==> config.mk <==
export PLATFORM = sky130hd
export DESIGN_NAME = ahb2apb
export DESIGN_NICKNAME = d
export VERILOG_FILES = /design/src/rtl/ahb2apb.sv
export SDC_FILE = /design/constraint.sdc
export NUM_CORES = 1
export LEC_CHECK = 0
export ABC_AREA = 1
export ABC_CLOCK_PERIOD_IN_PS = 1400
export CORE_MARGIN = 1.5
export CORE_UTILIZATION = 35
export CTS_CLUSTER_SIZE = 8
export DETAILED_ROUTE_END_ITERATION = 10
export PLACE_DENSITY = 0.73
export SKIP_CTS_REPAIR_TIMING = 1
export SYNTH_ARGS = -nofsm -noshare
export SYNTH_HDL_FRONTEND = slang
export SYNTH_SLANG_ARGS = --single-unit
==> constraint.sdc <==
create_clock -name ahb_clock -period 1.4 [get_ports ahb_clock]
set_clock_uncertainty 0.15 [all_clocks]
set_input_delay 0.28 -clock ahb_clock [delete_from_list [all_inputs] [get_ports ahb_clock]]
set_output_delay 0.28 -clock ahb_clock [all_outputs]
set_load 0.005 [all_outputs]
==> src/rtl/ahb2apb.sv <==
// AHB-Lite slave to APB4 master bridge.
// Each accepted AHB transfer becomes one APB setup/access pair. The bridge
// handles one transfer at a time. Read data and errors go back to the AHB
// master. AHB and APB share a single clock.
module ahb2apb #(
    parameter int ADDR_BITS = 32
) (
    input  logic                 ahb_clock,
    input  logic                 reset,
    input  logic                 ahb_hsel,
    input  logic [1:0]           ahb_htrans,
    input  logic                 ahb_hwrite,
    input  logic [ADDR_BITS-1:0] ahb_haddr,
    input  logic [2:0]           ahb_hsize,
    input  logic [3:0]           ahb_hprot,
    input  logic [31:0]          ahb_hwdata,
    input  logic                 ahb_hready,
    output logic                 ahb_hreadyout,
    output logic                 ahb_hresp,
    output logic [31:0]          ahb_hrdata,
    output logic                 apb_psel,
    output logic                 apb_penable,
    output logic                 apb_pwrite,
    output logic [ADDR_BITS-1:0] apb_paddr,
    output logic [31:0]          apb_pwdata,
    output logic [3:0]           apb_pstrb,
    output logic [2:0]           apb_pprot,
    input  logic                 apb_pready,
    input  logic                 apb_pslverr,
    input  logic [31:0]          apb_prdata
);

    typedef enum logic [2:0] {
        IDLE,
        LATCH,
        SETUP,
        ACCESS,
        DONE,
        ERR1,
        ERR2
    } state_t;

    state_t     state;
    logic       accept;
    logic [3:0] strb_next;
    logic [2:0] prot_next;
    logic       unused_inputs;

    // A valid AHB address phase aimed at us. This only matters in states that
    // drive hreadyout high.
    assign accept = ahb_hsel && ahb_hready && ahb_htrans[1];

    // These bits are not used. They are reduced here only to mark them as intentionally ignored.
    assign unused_inputs = &{1'b0, ahb_htrans[0], ahb_hprot[3:2]};

    // APB protection is taken from the AHB privilege and data/opcode bits.
    assign prot_next = {~ahb_hprot[0], 1'b1, ahb_hprot[1]};

    // Work out which byte lanes the transfer touches. Reads never drive strobes.
    always_comb begin
        strb_next = 4'b0000;
        if (ahb_hwrite) begin
            case (ahb_hsize)
                3'd0:    strb_next = 4'b0001 << ahb_haddr[1:0];
                3'd1:    strb_next = ahb_haddr[1] ? 4'b1100 : 4'b0011;
                3'd2:    strb_next = 4'b1111;
                default: strb_next = 4'b0000;
            endcase
        end
    end

    // Bridge state machine. All AHB and APB outputs are registered here.
    // The APB address and control signals are loaded only when a good transfer
    // is accepted, so they stay stable through the access and after it.
    always_ff @(posedge ahb_clock) begin
        if (reset) begin
            state         <= IDLE;
            ahb_hreadyout <= 1'b1;
            ahb_hresp     <= 1'b0;
            ahb_hrdata    <= '0;
            apb_psel      <= 1'b0;
            apb_penable   <= 1'b0;
            apb_pwrite    <= 1'b0;
            apb_paddr     <= '0;
            apb_pwdata    <= '0;
            apb_pstrb     <= '0;
            apb_pprot     <= '0;
        end else begin
            case (state)
                IDLE, DONE, ERR2: begin
                    apb_psel    <= 1'b0;
                    apb_penable <= 1'b0;
                    if (accept) begin
                        ahb_hreadyout <= 1'b0;
                        if (ahb_hsize > 3'd2) begin
                            state     <= ERR1;
                            ahb_hresp <= 1'b1;
                        end else begin
                            state      <= LATCH;
                            ahb_hresp  <= 1'b0;
                            apb_paddr  <= ahb_haddr;
                            apb_pwrite <= ahb_hwrite;
                            apb_pstrb  <= strb_next;
                            apb_pprot  <= prot_next;
                        end
                    end else begin
                        state         <= IDLE;
                        ahb_hreadyout <= 1'b1;
                        ahb_hresp     <= 1'b0;
                    end
                end
                LATCH: begin
                    if (apb_pwrite) begin
                        apb_pwdata <= ahb_hwdata;
                    end
                    state    <= SETUP;
                    apb_psel <= 1'b1;
                end
                SETUP: begin
                    state       <= ACCESS;
                    apb_penable <= 1'b1;
                end
                ACCESS: begin
                    if (apb_pready) begin
                        apb_psel    <= 1'b0;
                        apb_penable <= 1'b0;
                        if (apb_pslverr) begin
                            state     <= ERR1;
                            ahb_hresp <= 1'b1;
                        end else begin
                            state         <= DONE;
                            ahb_hreadyout <= 1'b1;
                            if (!apb_pwrite) begin
                                ahb_hrdata <= apb_prdata;
                            end
                        end
                    end
                end
                ERR1: begin
                    state         <= ERR2;
                    ahb_hreadyout <= 1'b1;
                    ahb_hresp     <= 1'b1;
                end
                default: begin
                    state         <= IDLE;
                    ahb_hreadyout <= 1'b1;
                    ahb_hresp     <= 1'b0;
                    apb_psel      <= 1'b0;
                    apb_penable   <= 1'b0;
                end
            endcase
        end
    end

endmodule

; ---- After elaboration in Yosys (flattened, before gate mapping)
; Cells that the tools add are included.
[word_totals]
output_inout_bits = 108
ff_bits = 111
input_bits = 112
[op_classes]
reduce_logical = 15
order_cmp = 1
shifts = 1
n_bitwise = 7
n_eq_ne = 11
mux = 20
[ops]
columns = cell, n
row1 = case mux 3 bit (5 select lines), 1
row2 = case mux 4 bit (3 select lines), 1
row3 = "== test 3 x 2 -> 1 bit, second input constant", 3
row4 = "== test 3 bit, second input constant", 3
row5 = 2-to-1 mux 1 bit, 9
row6 = 2-to-1 mux 3 bit, 3
row7 = case mux 1 bit (3 select lines), 3
row8 = AND reduction 3 bit, 3
row9 = 2-to-1 mux 4 bit, 2
row10 = NOT 1 bit, 7
row11 = "== test 3 x 1 -> 1 bit, second input constant", 2
row12 = logical NOT 3 bit, 2
row13 = "!= test 2 bit, second input constant", 3
row14 = AND reduction 2 bit, 3
row15 = OR reduction 2 bit, 3
row16 = case mux 1 bit (4 select lines), 1
row17 = AND reduction 4 bit, 1
row18 = "left shift 1 x 2 -> 4 bit, first input constant", 1
row19 = "> comparator 3 x 2 -> 1 bit, second input constant", 1
row20 = OR reduction 3 bit, 1
row21 = logical AND 1 bit, 2

; ---- Logic depth before layout (Yosys ltp)
; Gate-level depths: netlist (run 1).
[depth]
word_depth = 4
depth_mapped = 9

; ---- Worst setup path before layout (run 1)
; No wires, ideal clock.
[synth_path]
kind = register to register
startpoint = reg state[2]
endpoint = reg apb_paddr[0]
path_slack_ns = 0.053
t_arrival_ns = 1.081
n_path_buf = 2
stages_incl_launch_ff = 10
cell_sequence = dfxtp_1 -> inv_2 -> nand2_1 -> nand2_1 -> nor2_4 -> inv_2 -> buf_6 -> buf_6 -> nor2_2 -> nor2_1
[synth_between]
elab_chain_len = 3
[synth_lines]
columns = item, line_no
row1 = from (decl), 43  ; state_t state;
row2 = from (signal assigned), 77  ; state <= IDLE;
row3 = from (signal assigned), 96  ; state <= ERR1;
row4 = from (signal assigned), 99  ; state <= LATCH;
row5 = == test 3 bit or logical NOT 3 bit (tied branches), 89  ; case (state)
row6 = OR reduction 3 bit *, 89
row7 = AND reduction 3 bit (no line) *, --
row8 = to (signal assigned), 101  ; apb_paddr <= ahb_haddr;
row9 = to (decl), 24  ; output logic [ADDR_BITS-1:0] apb_paddr,
; Mark *: on every way between the ends. The rest lies on a longest branch, timed or not.
; A chain may end at the register's enable or synchronous reset.

; ---- Worst setup path in the final report (run 1)
[layout_path]
startpoint = reg state[2]
endpoint = reg ahb_hrdata[6]
[layout_between]
elab_chain_len = 2
[layout_lines]
columns = item, line_no
row1 = == test 3 x 2 -> 1 bit, 89
row2 = AND reduction 4 bit (no line), --
row3 = to (signal assigned), 134  ; ahb_hrdata <= apb_prdata;
row4 = to (decl), 20  ; output logic [31:0] ahb_hrdata,
; No other way between the ends.

==> results of run 1 <==
per-layer routing:
layer	vias up	global-route usage [%]	part of all wire, %
met5	-	0	0
met1	2001	21.3	40
met4	0	8.35	1.9
li1	2171	-	-
met3	23	5.17	6.2
met2	152	32.8	52
power groups by stage:
| stage | logic (mW) | clock network, mW | registers, mW |
|---|---|---|---|
| after floorplan | 0.206 | 0 | 3.31 |
| after global placement | 0.707 | 0 | 3.31 |
| after detailed placement | 0.716 | 0 | 3.31 |
| after CTS | 0.722 | 2.46 | 3.24 |
| after global routing | 0.869 | 2.59 | 3.25 |
| final | 0.802 | 2.42 | 3.25 |
kinds of logic (layout without fill, tap and decap cells):
kind of cell	Yosys count	in the layout	share of synthesized area, %
buffers and inverters	82	325	8.59
AOI/OAI and AO/OA	144	144	17.5
DFF	111	111	53.7
and+or+nand+nor	194	194	20.2
critical path: stages (launching register included):
cell	delay, ns
dfxtp_2	0.34
inv_4	0.08
nand3_4	0.08
inv_4	0.07
nand3_4	0.13
clkbuf_16	0.24
o21ai_0	0.17
a21oi_1	0.05
path summary, 6_finish.rpt:
kind,cells after the start,endpoint,slack [ns],start
min reg2reg,2,ahb_hrdata[21]$_SDFFE_PP0P_,0.29,ahb_hrdata[21]$_SDFFE_PP0P_
max,7,ahb_hrdata[6]$_SDFFE_PP0P_,-0.03,state[2]$_SDFFE_PP0P_
max reg2reg,7,ahb_hrdata[6]$_SDFFE_PP0P_,-0.03,state[2]$_SDFFE_PP0P_
min,2,ahb_hrdata[21]$_SDFFE_PP0P_,0.29,ahb_hrdata[21]$_SDFFE_PP0P_
cells in the final DEF, fill, tap and decap left out, drive strengths merged:
| master | count |
|---|---|
| a21oi | 43 |
| buf | 37 |
| clkbuf | 19 |
| clkdlybuf4s50 | 102 |
| clkinvlp | 2 |
| dfxtp | 111 |
| dlymetal6s2s | 114 |
| inv | 51 |
| nand2 | 25 |
| nand3 | 23 |
| nor2 | 145 |
| nor3b | 1 |
| o21ai | 101 |
final cells by class:
cell class,count,area (um^2)
inverters,51,199
fillers,927,3800
well taps,143,179
flip-flops and latches,111,2250
clock inverters,2,15.0
multi-input cells,338,1760
repair buffers,258,3000
clock buffers,14,264
sequential cells by signal (all words and copies together), names as in the netlist:
| name | count |
|---|---|
| ahb_hrdata | 32 |
| ahb_hreadyout | 1 |
| ahb_hresp | 1 |
| apb_paddr | 32 |
| apb_penable | 1 |
| apb_pprot | 3 |
| apb_psel | 1 |
| apb_pstrb | 4 |
| apb_pwdata | 32 |
| apb_pwrite | 1 |
| state | 3 |
==> results by group, run 1 <==
Floorplan
  – FP Rows: 39
  – Core Region: 0.0115 mm^2
  – Die height: 112 um
  – Die area: 0.0125 mm^2
  – Die Width: 112 um
  – Initial Utilization: 36.1%
  – I/O pin cnt: 220

Setup path
  – Critical path endpoint category: flop
  – Worst EP required: 1.48 ns
  – Largest fanout on the critical path: 28
  – Crit path kind: flop to flop
  – Crit path DAT: 1.51 ns
  – Setup crit start kind: flop

Power and ir drop
  – Psw: 1.46 mW
  – Worst vdd ir: 0.471 mV
  – Clock share of power: 37.4%
  – Pwr Density: 844 mW/mm^2
  – Sequential power share: 50.2%
  – Power Total: 6.47 mW
  – LEAKAGE: 4.82 nW
  – Net Sw Frac: 22.6%
  – Internal Power: 5.01 mW
  – Combinational fraction of design power: 12.4%

Clock network
  – Maximum clock path buffer count: 2
  – Htree depth: 3
  – CTS tree: built
  – CTS Buf Count: 9
  – Clock-pin slew on the worst setup and hold paths: 0.07 ns
  – Insertion delay to the later sink of the worst-skew pair: 0.34 ns
  – Clock Root Buffer: clkbuf_16
  – TritonCTS Sinks: 111

Detailed routing
  – First-pass DRT Iterations: 4
  – Vias per cell: 4.74
  – Total Routed Length: 13.5 mm
  – First DRT Iteration DRCs: 221
  – Vias: 4347
  – DRC: 0
  – Drt wl/cell: 14.7 um
  – Final ANT Viol Nets: 0

Logic synthesis
  – Most frequent cells after synthesis: nor2_1, dfxtp_1, o21ai_0
  – Mapped Avg Cell Area: 7.79 um^2
  – Register bit total from synthesis: 111
  – Part of the Yosys area used for sequential elements: 53.7%
  – Post-synth EDFFs: 0
  – Mapped cell area: 0.00414 mm^2
  – Ys async rst share: 0%
  – Top cell type by total area after synthesis: dfxtp_1
  – Commonest register cell after synthesis: dfxtp_1
  – Syn Inst Count: 531
  – YS warnings: 0
  – Most frequent cell after synthesis: nor2_1
  – Syn Nets: 643
  – Netlist cell types: 20
  – Share of the synthesized area in the top cell type: 53.7%
  – Area contributors post-synth: dfxtp_1, o21ai_0, nor2_1

Final layout
  – Area growth from synthesis to layout: 85.2%
  – Layout cells sized above 1: 20.5%
  – Fin util: 66.8%
  – Layout Nets: 881
  – Layout Cells excl Fill: 917
  – ANT cells: 0
  – Fin area: 0.00766 mm^2

Placement
  – Number of placed cells counting well taps: 889
  – Dpl cell area: 0.00663 mm^2
  – Port bufs: 216
  – Dpl hpwl: 8.81 mm
  – Setup WS pre-CTS: -0.455 ns
  – Placer Congestion: 0.829

STA
  – Slew headroom: 83.7%
  – Unrepaired setup endpoints after global routing: true
  – Setup TNS: -0.0637 ns
  – WHS: 0.292 ns
  – Final hold violations: 0
  – Fin. max-slew vios: 0
  – Setup violations, final: 5
  – Final WS setup: -0.0270 ns
  – Final period util: 102%
  – Worst-margin pin slew: 0.244 ns
  – F_max: 701 MHz
  – Minimum clock period after layout: 1.43 ns

GRT
  – Largest net degree at the start of global routing: 58
  – GRT Util Overall: 18.8%
  – First-pass GRT wire length: 19.2 mm
  – Remaining Overflow, GRT: 0
  – Antenna violations before repair: 0
  – Vias in the first global route: 4129

Job
  – Max-cap violation count: 0

Status
  – Failing checks: negative setup slack
  – Outcome: finished, violations left

Min path
  – Worst hold path type: flop to flop
Power figures use the tool's default switching activity.
==> run 2: changes to the inputs <==
- PLACE_DENSITY: 0.73 -> 0.76
==> results by group, run 2 (synthesized netlist as in run 1, its figures left out) <==
Min path
  – Min-delay src: ahb_hrdata[2]$_SDFFE_PP0P_
  – WHS Endpoint: ahb_hrdata[2]$_SDFFE_PP0P_
  – Worst Hold Depth: 2
  – Worst hold path type: flop to flop

Floorplan
  – Die height: 112 um
  – Die Width: 112 um
  – Die area: 0.0125 mm^2
  – FP Rows: 39
  – Initial Utilization: 36.1%
  – I/O pin cnt: 220
  – Core Region: 0.0115 mm^2

Final layout
  – Layout Nets: 887
  – Regs by FF count: ahb_hrdata x32, apb_paddr x32, apb_pwdata x32
  – Area growth from synthesis to layout: 91.5%
  – ANT cells: 0
  – Most common cell after layout, fill and taps aside: dlymetal6s2s_1
  – Fin area: 0.00792 mm^2
  – Layout cells sized above 1: 25.1%
  – Number of fill cells: 813
  – Commonest cells after routing, fill and taps aside: dlymetal6s2s_1, nor2_1, clkdlybuf4s50_1

GRT
  – Vias in the first global route: 4152
  – Antenna violations before repair: 0
  – First-pass GRT wire length: 19.4 mm
  – GRT Util Overall: 18.9%
  – Remaining Overflow, GRT: 0
  – Largest net degree at the start of global routing: 53

Detailed routing
  – First-pass DRT Iterations: 4
  – Final ANT Viol Nets: 0
  – Drt wl/cell: 15.5 um
  – Vias per cell: 4.84
  – Vias: 4455
  – DRC: 0
  – First DRT Iteration DRCs: 241
  – Total Routed Length: 14.2 mm

Power and ir drop
  – Power Total: 6.61 mW
  – LEAKAGE: 4.92 nW
  – Worst vdd ir: 0.673 mV
  – Pwr Density: 834 mW/mm^2

Clock network
  – Insertion delay to the later sink of the worst-skew pair: 0.34 ns
  – CTS Buf Count: 9
  – TritonCTS Sinks: 111
  – Clock-pin slew on the worst setup and hold paths: 0.07 ns
  – Maximum clock path buffer count: 2
  – Htree depth: 3
  – Clock Root Buffer: clkbuf_16
  – CTS tree: built

STA
  – WHS: 0.290 ns
  – F_max: 680 MHz
  – Setup violations, final: 47
  – Unrepaired setup endpoints after global routing: true
  – Fin. max-slew vios: 0
  – Final period util: 105%
  – Final WS setup: -0.0696 ns
  – Worst-margin pin slew: 0.238 ns
  – Minimum clock period after layout: 1.47 ns
  – Slew headroom: 84.0%
  – Final hold violations: 0

Setup path
  – Crit path DAT: 1.59 ns
  – Crit path max-delay cell type: dfxtp_2
  – Crit-path cells: inv_2, nand3_4, inv_2, nand3_4, clkbuf_16, buf_4, a21oi_1
  – R2R Path Start: state[2]$_SDFFE_PP0P_
  – Setup crit start kind: flop
  – Worst EP required: 1.52 ns
  – Reg2reg end: ahb_hrdata[2]$_SDFFE_PP0P_
  – Critical path endpoint category: flop
  – FF-to-FF setup slack: -0.07 ns
  – Crit path kind: flop to flop
  – CP max stage delay: 0.32 ns
  – R2r worst-path depth: 7
  – Largest fanout on the critical path: 13

Placement
  – Port bufs: 216
  – Dpl hpwl: 8.67 mm
  – Placer Congestion: 0.889
  – Dpl cell area: 0.00664 mm^2

Status
  – Failing checks: negative setup slack
  – Outcome: finished, violations left

Job
  – Max-cap violation count: 0
-- run 2: cell types whose count changed in the layout (fill, tap and decap cells not counted), moves of 3 or more --
cell	before	now
o21ai_0	47	28
a21oi_1	33	22
o21ai_1	29	45
nand2_1	20	16
nor2_4	3	9
buf_6	10	7
nand2_4	1	5
o21ai_2	25	28
nor2_2	23	30
nor2_1	119	106
buf_4	18	22
a21oi_2	10	21
-- run 2: how the worst max path moves through the flow --
stage	slack [ns]	cells after the start	from	endpoint
after floorplan	0.05	9	state[2]$_SDFFE_PP0P_	apb_paddr[0]$_SDFFE_PP0P_
after global placement	-0.43	7	ahb_hsize[0]	apb_paddr[18]$_SDFFE_PP0P_
after detailed placement	-0.51	7	ahb_hsize[0]	apb_paddr[15]$_SDFFE_PP0P_
after CTS	-0.35	1	apb_pwrite$_SDFFE_PP0P_	apb_pwrite
after global routing	-0.14	7	state[2]$_SDFFE_PP0P_	ahb_hrdata[25]$_SDFFE_PP0P_
final	-0.07	7	state[2]$_SDFFE_PP0P_	ahb_hrdata[2]$_SDFFE_PP0P_
-- run 2: routing by layer --
| layer | GRT usage (%) | part of all wire (%) | up-vias |
|---|---|---|---|
| met3 | 4.19 | 5.8 | 15 |
| met1 | 22.7 | 42 | 2100 |
| met4 | 6.75 | 1.5 | 0 |
| met5 | 0 | 0 | - |
| met2 | 33.1 | 51 | 156 |
| li1 | - | - | 2184 |
-- run 2: through the flow --
step                      utilization [%]  worst slack [ns]  TNS (ns)  instances
final                                69.1           -0.0696     -1.27        920
after global routing                 69.1            -0.142     -6.61        920
after CTS                            60.4            -0.348    -27.47        903
after detailed placement             57.9            -0.509    -30.66        890
after global placement               57.9            -0.432    -27.30        890
after floorplan                         -            0.0529         0        531
-- run 2: worst max-delay path, delay by kind of cell, from the launching register on --
| family | cells | cell delay [ns] |
|---|---|---|
| buffers and inverters | 4 | 0.56 |
| and+or+nand+nor | 2 | 0.24 |
| AOI/OAI and AO/OA | 1 | 0.12 |
| DFF | 1 | 0.32 |
-- run 2: layout make-up --
type | count | area, um^2 | share of cell area, %
timing repair buffer | 264 | 3100 | 39.1
clock buffer | 12 | 256 | 3.24
sequential | 111 | 2250 | 28.4
inverter | 51 | 206 | 2.61
multi-input combinational | 338 | 1900 | 24.0
clock inverter | 1 | 30.0 | 0.379
tap | 143 | 179 | 2.26
-- run 2: report_power, final --
part | switching, mW | total (mW) | internal [mW]
Sequential | 0.0324 | 3.25 | 3.21
Combinational | 0.341 | 0.838 | 0.496
Clock | 1.07 | 2.53 | 1.46
Total | 1.44 | 6.61 | 5.17
